$ cat config.mk
export PLATFORM = sky130hd
export DESIGN_NAME = shift_seq_flat
export DESIGN_NICKNAME = d
export VERILOG_FILES = /design/src/rtl/shift_pkg.sv /design/src/rtl/shift_seq_if.sv /design/src/rtl/shift_step.sv /design/src/rtl/shift_seq.sv /design/src/flat_wrapper.sv
export SDC_FILE = /design/constraint.sdc
export NUM_CORES = 1
export LEC_CHECK = 0
export ABC_AREA = 1
export BUFFER_PORTS_ARGS = -buffer_cell sky130_fd_sc_hd__buf_2
export CAP_MARGIN = 15
export CORE_MARGIN = 4
export CORE_UTILIZATION = 40
export CTS_CLUSTER_SIZE = 25
export DETAILED_ROUTE_END_ITERATION = 10
export GPL_ROUTABILITY_DRIVEN = 0
export PLACE_DENSITY_LB_ADDON = 0.1
export SLEW_MARGIN = 20
export SYNTH_ARGS = -nofsm -noshare
export SYNTH_HDL_FRONTEND = slang
export SYNTH_SLANG_ARGS = --single-unit
$ cat constraint.sdc
create_clock -name clk -period 2.6 [get_ports clk]
set_clock_uncertainty 0.15 [all_clocks]
set_input_delay 0.13 -clock clk [delete_from_list [all_inputs] [get_ports clk]]
set_output_delay 0.13 -clock clk [all_outputs]
set_load 0.02 [all_outputs]
$ cat src/rtl/shift_pkg.sv
// Shared types for the multi-cycle shift sequencer: op encodings and FSM states.
package shift_pkg;

  localparam logic [1:0] OP_SLL  = 2'b00;
  localparam logic [1:0] OP_SRL  = 2'b01;
  localparam logic [1:0] OP_SRA  = 2'b10;
  localparam logic [1:0] OP_RSVD = 2'b11;

  typedef enum logic [1:0] {
    SLL  = OP_SLL,
    SRL  = OP_SRL,
    SRA  = OP_SRA,
    RSVD = OP_RSVD
  } shift_op_t;

  typedef enum logic [1:0] {
    IDLE   = 2'b00,
    SHIFT2 = 2'b01,
    SHIFT1 = 2'b10,
    DONE   = 2'b11
  } shift_state_t;

endpackage

$ cat src/rtl/shift_seq_if.sv
// Start/result bus between the control unit and the shift sequencer.
interface shift_seq_if #(
  parameter int WIDTH   = 32,
  parameter int SHAMT_W = 5
);
  logic               start;
  logic [1:0]         op;
  logic [WIDTH-1:0]   a;
  logic [SHAMT_W-1:0] shamt;
  logic               busy;
  logic               done;
  logic [WIDTH-1:0]   y;

  modport master (output start, op, a, shamt, input busy, done, y);
  modport slave  (input start, op, a, shamt, output busy, done, y);
endinterface

$ cat src/rtl/shift_step.sv
// One fixed-size shift step (1 or 2 bits); SRA replicates the current MSB.
module shift_step
  import shift_pkg::*;
#(
  parameter int WIDTH = 32
) (
  input  logic [WIDTH-1:0] w,
  input  shift_op_t        op,
  input  logic             by2,
  output logic [WIDTH-1:0] w_nxt
);

  always_comb begin
    w_nxt = w;
    case (op)
      SLL: w_nxt = by2 ? {w[WIDTH-3:0], 2'b00} : {w[WIDTH-2:0], 1'b0};
      SRL: w_nxt = by2 ? {2'b00, w[WIDTH-1:2]} : {1'b0, w[WIDTH-1:1]};
      SRA: w_nxt = by2 ? {{2{w[WIDTH-1]}}, w[WIDTH-1:2]} : {w[WIDTH-1], w[WIDTH-1:1]};
      default: w_nxt = w;
    endcase
  end

endmodule

$ cat src/rtl/shift_seq.sv
// Multi-cycle SLL/SRL/SRA sequencer: shift-by-2 steps plus at most one shift-by-1,
// with a single-cycle done pulse and the result held on y until the next start.
module shift_seq
  import shift_pkg::*;
#(
  parameter int WIDTH   = 32,
  parameter int SHAMT_W = 5
) (
  input  logic        clk,
  input  logic        reset,
  shift_seq_if.slave  bus
);

  shift_state_t       state, state_n;
  shift_op_t          op_q, op_n, op_in;
  logic [WIDTH-1:0]   w, w_n, w_step;
  logic [SHAMT_W-1:0] rem, rem_n, rem_dec;
  logic               by2;

  assign op_in   = shift_op_t'(bus.op);
  assign rem_dec = rem - SHAMT_W'(2);

  shift_step #(.WIDTH(WIDTH)) u_step (
    .w     (w),
    .op    (op_q),
    .by2   (by2),
    .w_nxt (w_step)
  );

  always_ff @(posedge clk) begin
    if (reset) begin
      state <= IDLE;
      op_q  <= SLL;
      w     <= '0;
      rem   <= '0;
    end else begin
      state <= state_n;
      op_q  <= op_n;
      w     <= w_n;
      rem   <= rem_n;
    end
  end

  always_comb begin
    state_n = state;
    op_n    = op_q;
    w_n     = w;
    rem_n   = rem;
    by2     = 1'b1;
    case (state)
      IDLE, DONE: begin
        if (bus.start) begin
          w_n   = bus.a;
          rem_n = bus.shamt;
          op_n  = op_in;
          // Reserved op and zero shift both bypass the step states.
          if (op_in == RSVD || bus.shamt == '0)   state_n = DONE;
          else if (bus.shamt >= SHAMT_W'(2))      state_n = SHIFT2;
          else                                    state_n = SHIFT1;
        end else begin
          state_n = IDLE;
        end
      end
      SHIFT2: begin
        w_n   = w_step;
        rem_n = rem_dec;
        if (rem_dec >= SHAMT_W'(2))      state_n = SHIFT2;
        else if (rem_dec == SHAMT_W'(1)) state_n = SHIFT1;
        else                             state_n = DONE;
      end
      SHIFT1: begin
        by2     = 1'b0;
        w_n     = w_step;
        rem_n   = '0;
        state_n = DONE;
      end
      default: state_n = IDLE;
    endcase
  end

  assign bus.busy = (state == SHIFT2) || (state == SHIFT1);
  assign bus.done = (state == DONE);
  assign bus.y    = w;

endmodule
$ cat src/flat_wrapper.sv
// flat-port wrapper written by rule: the top's interface ports become plain ports
module shift_seq_flat import shift_pkg::*;
#(
  parameter int WIDTH   = 32,
  parameter int SHAMT_W = 5
)
  (clk, reset, bus_start, bus_op, bus_a, bus_shamt, bus_busy, bus_done, bus_y);
  shift_seq_if #(.WIDTH(WIDTH), .SHAMT_W(SHAMT_W)) bus_i ();
  input  logic clk;
  input  logic reset;
  input wire logic [$bits(bus_i.start)-1:0] bus_start;
  input wire logic [$bits(bus_i.op)-1:0] bus_op;
  input wire logic [$bits(bus_i.a)-1:0] bus_a;
  input wire logic [$bits(bus_i.shamt)-1:0] bus_shamt;
  output wire logic [$bits(bus_i.busy)-1:0] bus_busy;
  output wire logic [$bits(bus_i.done)-1:0] bus_done;
  output wire logic [$bits(bus_i.y)-1:0] bus_y;
  assign bus_i.start = bus_start;
  assign bus_i.op = bus_op;
  assign bus_i.a = bus_a;
  assign bus_i.shamt = bus_shamt;
  assign bus_busy = bus_i.busy;
  assign bus_done = bus_i.done;
  assign bus_y = bus_i.y;
  shift_seq #(.WIDTH(WIDTH), .SHAMT_W(SHAMT_W)) u_core (.clk(clk), .reset(reset), .bus(bus_i));
endmodule
==> results by group <==
Outcome
  • Status: completed

Min path
  • HP Class: in2reg

Clocking
  • TritonCTS buffer count: 5
  • TritonCTS Sinks: a little over 40
  • Clk buf depth: 2
  • Hold buffer count at cts: 30
  • Post-cts gate resize count: 0
  • Clock latency on the worst-skew pair: between 0.2 and 0.3 ns
  • Setup Fix Bufs, Post-CTS: 0
  • CTS clock-pin slew for the worst setup and hold paths: ~0.080 ns
  • TritonCTS clock tree: yes
  • CTS root buf: clkbuf_8
  • H-tree levels: 2

Yosys
  • Post-synthesis register bit count: 41
  • Post-synthesis cell area: 2830 um^2
  • Post-Syn Instances: 453
  • Largest family of logic cells by synthesized area: compound AO/OA/AOI/OAI gates
  • Simple-gate share of the synthesized area: approximately a fifth
  • Synth Area in XOR/XNOR: 0%
  • Syn avg cell area: 6.24 um^2
  • Complex-gate fraction of the synthesized area: 33.7%
  • Cell variety after synth: 28
  • Yosys warnings: 0
  • Main area contributors after synthesis: dfxtp_1, o21ai_0, nand2_1
  • Post-synthesis mux area share: 0%
  • Synth area leader: dfxtp_1
  • Synth async-reset ratio: 0%
  • Synth Area in Adders: approximately 3.5%
  • Post-synth EDFFs: 0
  • Net count after synthesis: 503
  • Main synth FF type: dfxtp_1
  • Sequential area share after synthesis: 29.0%
  • Post-synth top area share: between 20% and 30%

Floorplanning
  • Die Y: slightly above 90 um
  • Die Wd: 92.1 um
  • Die area: 8480 um^2
  • # rows: 30
  • IO Pins: 76
  • Initial Utilization: 41.4%
  • Floorplan core area: 6830 um^2

Detailed routing
  • DR WL/cell: 13.0 um
  • Vias/cell: 5.13
  • Drt total wl: 8410 um
  • DR DRC count: 0
  • Starting DRC count in detailed routing: between 200 and 250
  • Drt first pass iters: 4
  • Antenna Nets Post-Route: 0
  • Total vias in the final route: 3312

Global routing
  • GR Overflow Total: 0
  • Global-route wire length before repair: around 14000 um
  • Initial antenna violation count: 0
  • Largest net degree at the start of global routing: 37
  • Vias in the first global route: 3157
  • Total Routing Usage GR: between 20% and 30%

Critical path
  • WS Path Type: reg2reg
  • CP required: 2.68 ns
  • Critical path capture point type: register
  • Crit path DAT: 2.13 ns
  • Max FO, Critical Path: 27
  • R2R setup slack: ~0.55 ns
  • CP startpoint kind: register

Cells and area
  • Nets: 599
  • Syn-to-layout area delta: 29.7%
  • Final Instance Area: ~3700 um^2
  • # diodes: 0
  • Fin util: a little over half
  • Share of layout cells above drive strength 1: 19.1%
  • Fill cell count: 730

Timing
  • Relative slew slack: about two thirds
  • Final Hold Viols: 0
  • Tmin final: about 2.1 ns
  • RSZ-0062 raised after global routing: no
  • Setup WS post-layout: 0.549 ns
  • WHS: 0.0123 ns
  • Setup TNS: 0 ns
  • # setup viols final: 0
  • Final cycle utilization of the critical path: 78.9%
  • Worst-margin pin slew: 0.528 ns
  • Fmax: 0.487 GHz
  • Slew Limit Fails: 0

Flow run
  • Max-cap violations: 0

Power
  • PD cells: 569 nW/um^2
  • Pleak: 0.00163 uW
  • VDD IR max: ~240 uV

Place
  • Placed cell area: 3270 um^2
  • DP Worst Slack: 0.566 ns
  • Number of port buffers: between 70 and 80
  • Post-DP HPWL: 5780 um
[stage by stage]
step | power [uW] | std cells
after CTS | 2110 | 646
after floorplan | 1360 | 453
after global placement | 1590 | 608
final | 2090 | 646
after global routing | 2260 | 646
after detailed placement | 1590 | 608
[cell usage in the layout, fill, tap and decap left out, types with 3 or more instances in the layout]
cell / count
buf_4: 11
nor2_1: 20
dfxtp_1: 41
nand4_1: 3
o211ai_1: 18
buf_2: 75
clkbuf_8: 7
inv_2: 3
inv_1: 53
a21oi_1: 65
nand2_1: 94
ha_1: 7
o21ai_1: 4
o21ai_0: 82
dlygate4sd3_1: 30
nand3_1: 21
[final cells by class]
cell class	instances	area, um^2	area share, %
clock buffer	7	96.3	2.63
clock inverter	1	5.00	0.136
inverter	56	210	5.73
multi-input combinational	329	1660	45.2
sequential	41	821	22.4
tap	96	120	3.27
timing repair buffer	116	758	20.7
[layer usage]
metal  GRT usage, %  wire (um)  up-vias
met5              0          0        -
met4           4.21         67        0
met3           3.36        370        6
met2           34.5       4000       77
met1           26.8       3970     1513
li1               -          -     1716
[logic make-up (layout without fill, tap and decap cells)]
group / Yosys count / in the layout
AO/OA/AOI/OAI: 176 / 176
AND/OR/NAND/NOR: 145 / 145
flip-flops: 41 / 41
buffers and inverters: 83 / 180
adder cells (fa/ha/maj): 8 / 8
[cells in the mapped netlist (all sizes together), types with 2 or more instances]
master  number
o22ai        2
o21ai       86
ha           8
nand2       94
a21oi       68
o211ai      18
clkbuf      12
inv         56
nand3b       2
or2          2
dfxtp       41
nand3       21
nand4        3
buf         15
nor2        22
[power breakdown]
group	switching, uW	total, uW	leakage [uW]	internal (uW)
Sequential	85.3	798	0.000340	712
Combinational	514	817	0.00124	302
Clock	233	473	0.0000542	240
Total	832	2090	0.00163	1260
[worst max-delay path: stages (launching register included)]
cell and delay, ns:
dfxtp_1 0.37, inv_1 0.06, ha_2 0.37, inv_2 0.06
nor2_2 0.20, a21oi_4 0.10, inv_2 0.42, a21oi_1 0.07
a21oi_1 0.18
[flip-flops by register name, indices dropped and copies added (netlist names)]
register	count
u_core.op_q	2
u_core.bus.y	32
u_core.rem	5
u_core.state	2
[worst paths after layout]
check,startpoint,to,depth (start not counted)
max,u_core.state[0],u_core.bus.y[4],8
min,bus_a[5],u_core.bus.y[5],5
max reg2reg,u_core.state[0],u_core.bus.y[4],8
min reg2reg,u_core.rem[0],u_core.rem[0],2
Power figures use the tool's default switching activity.
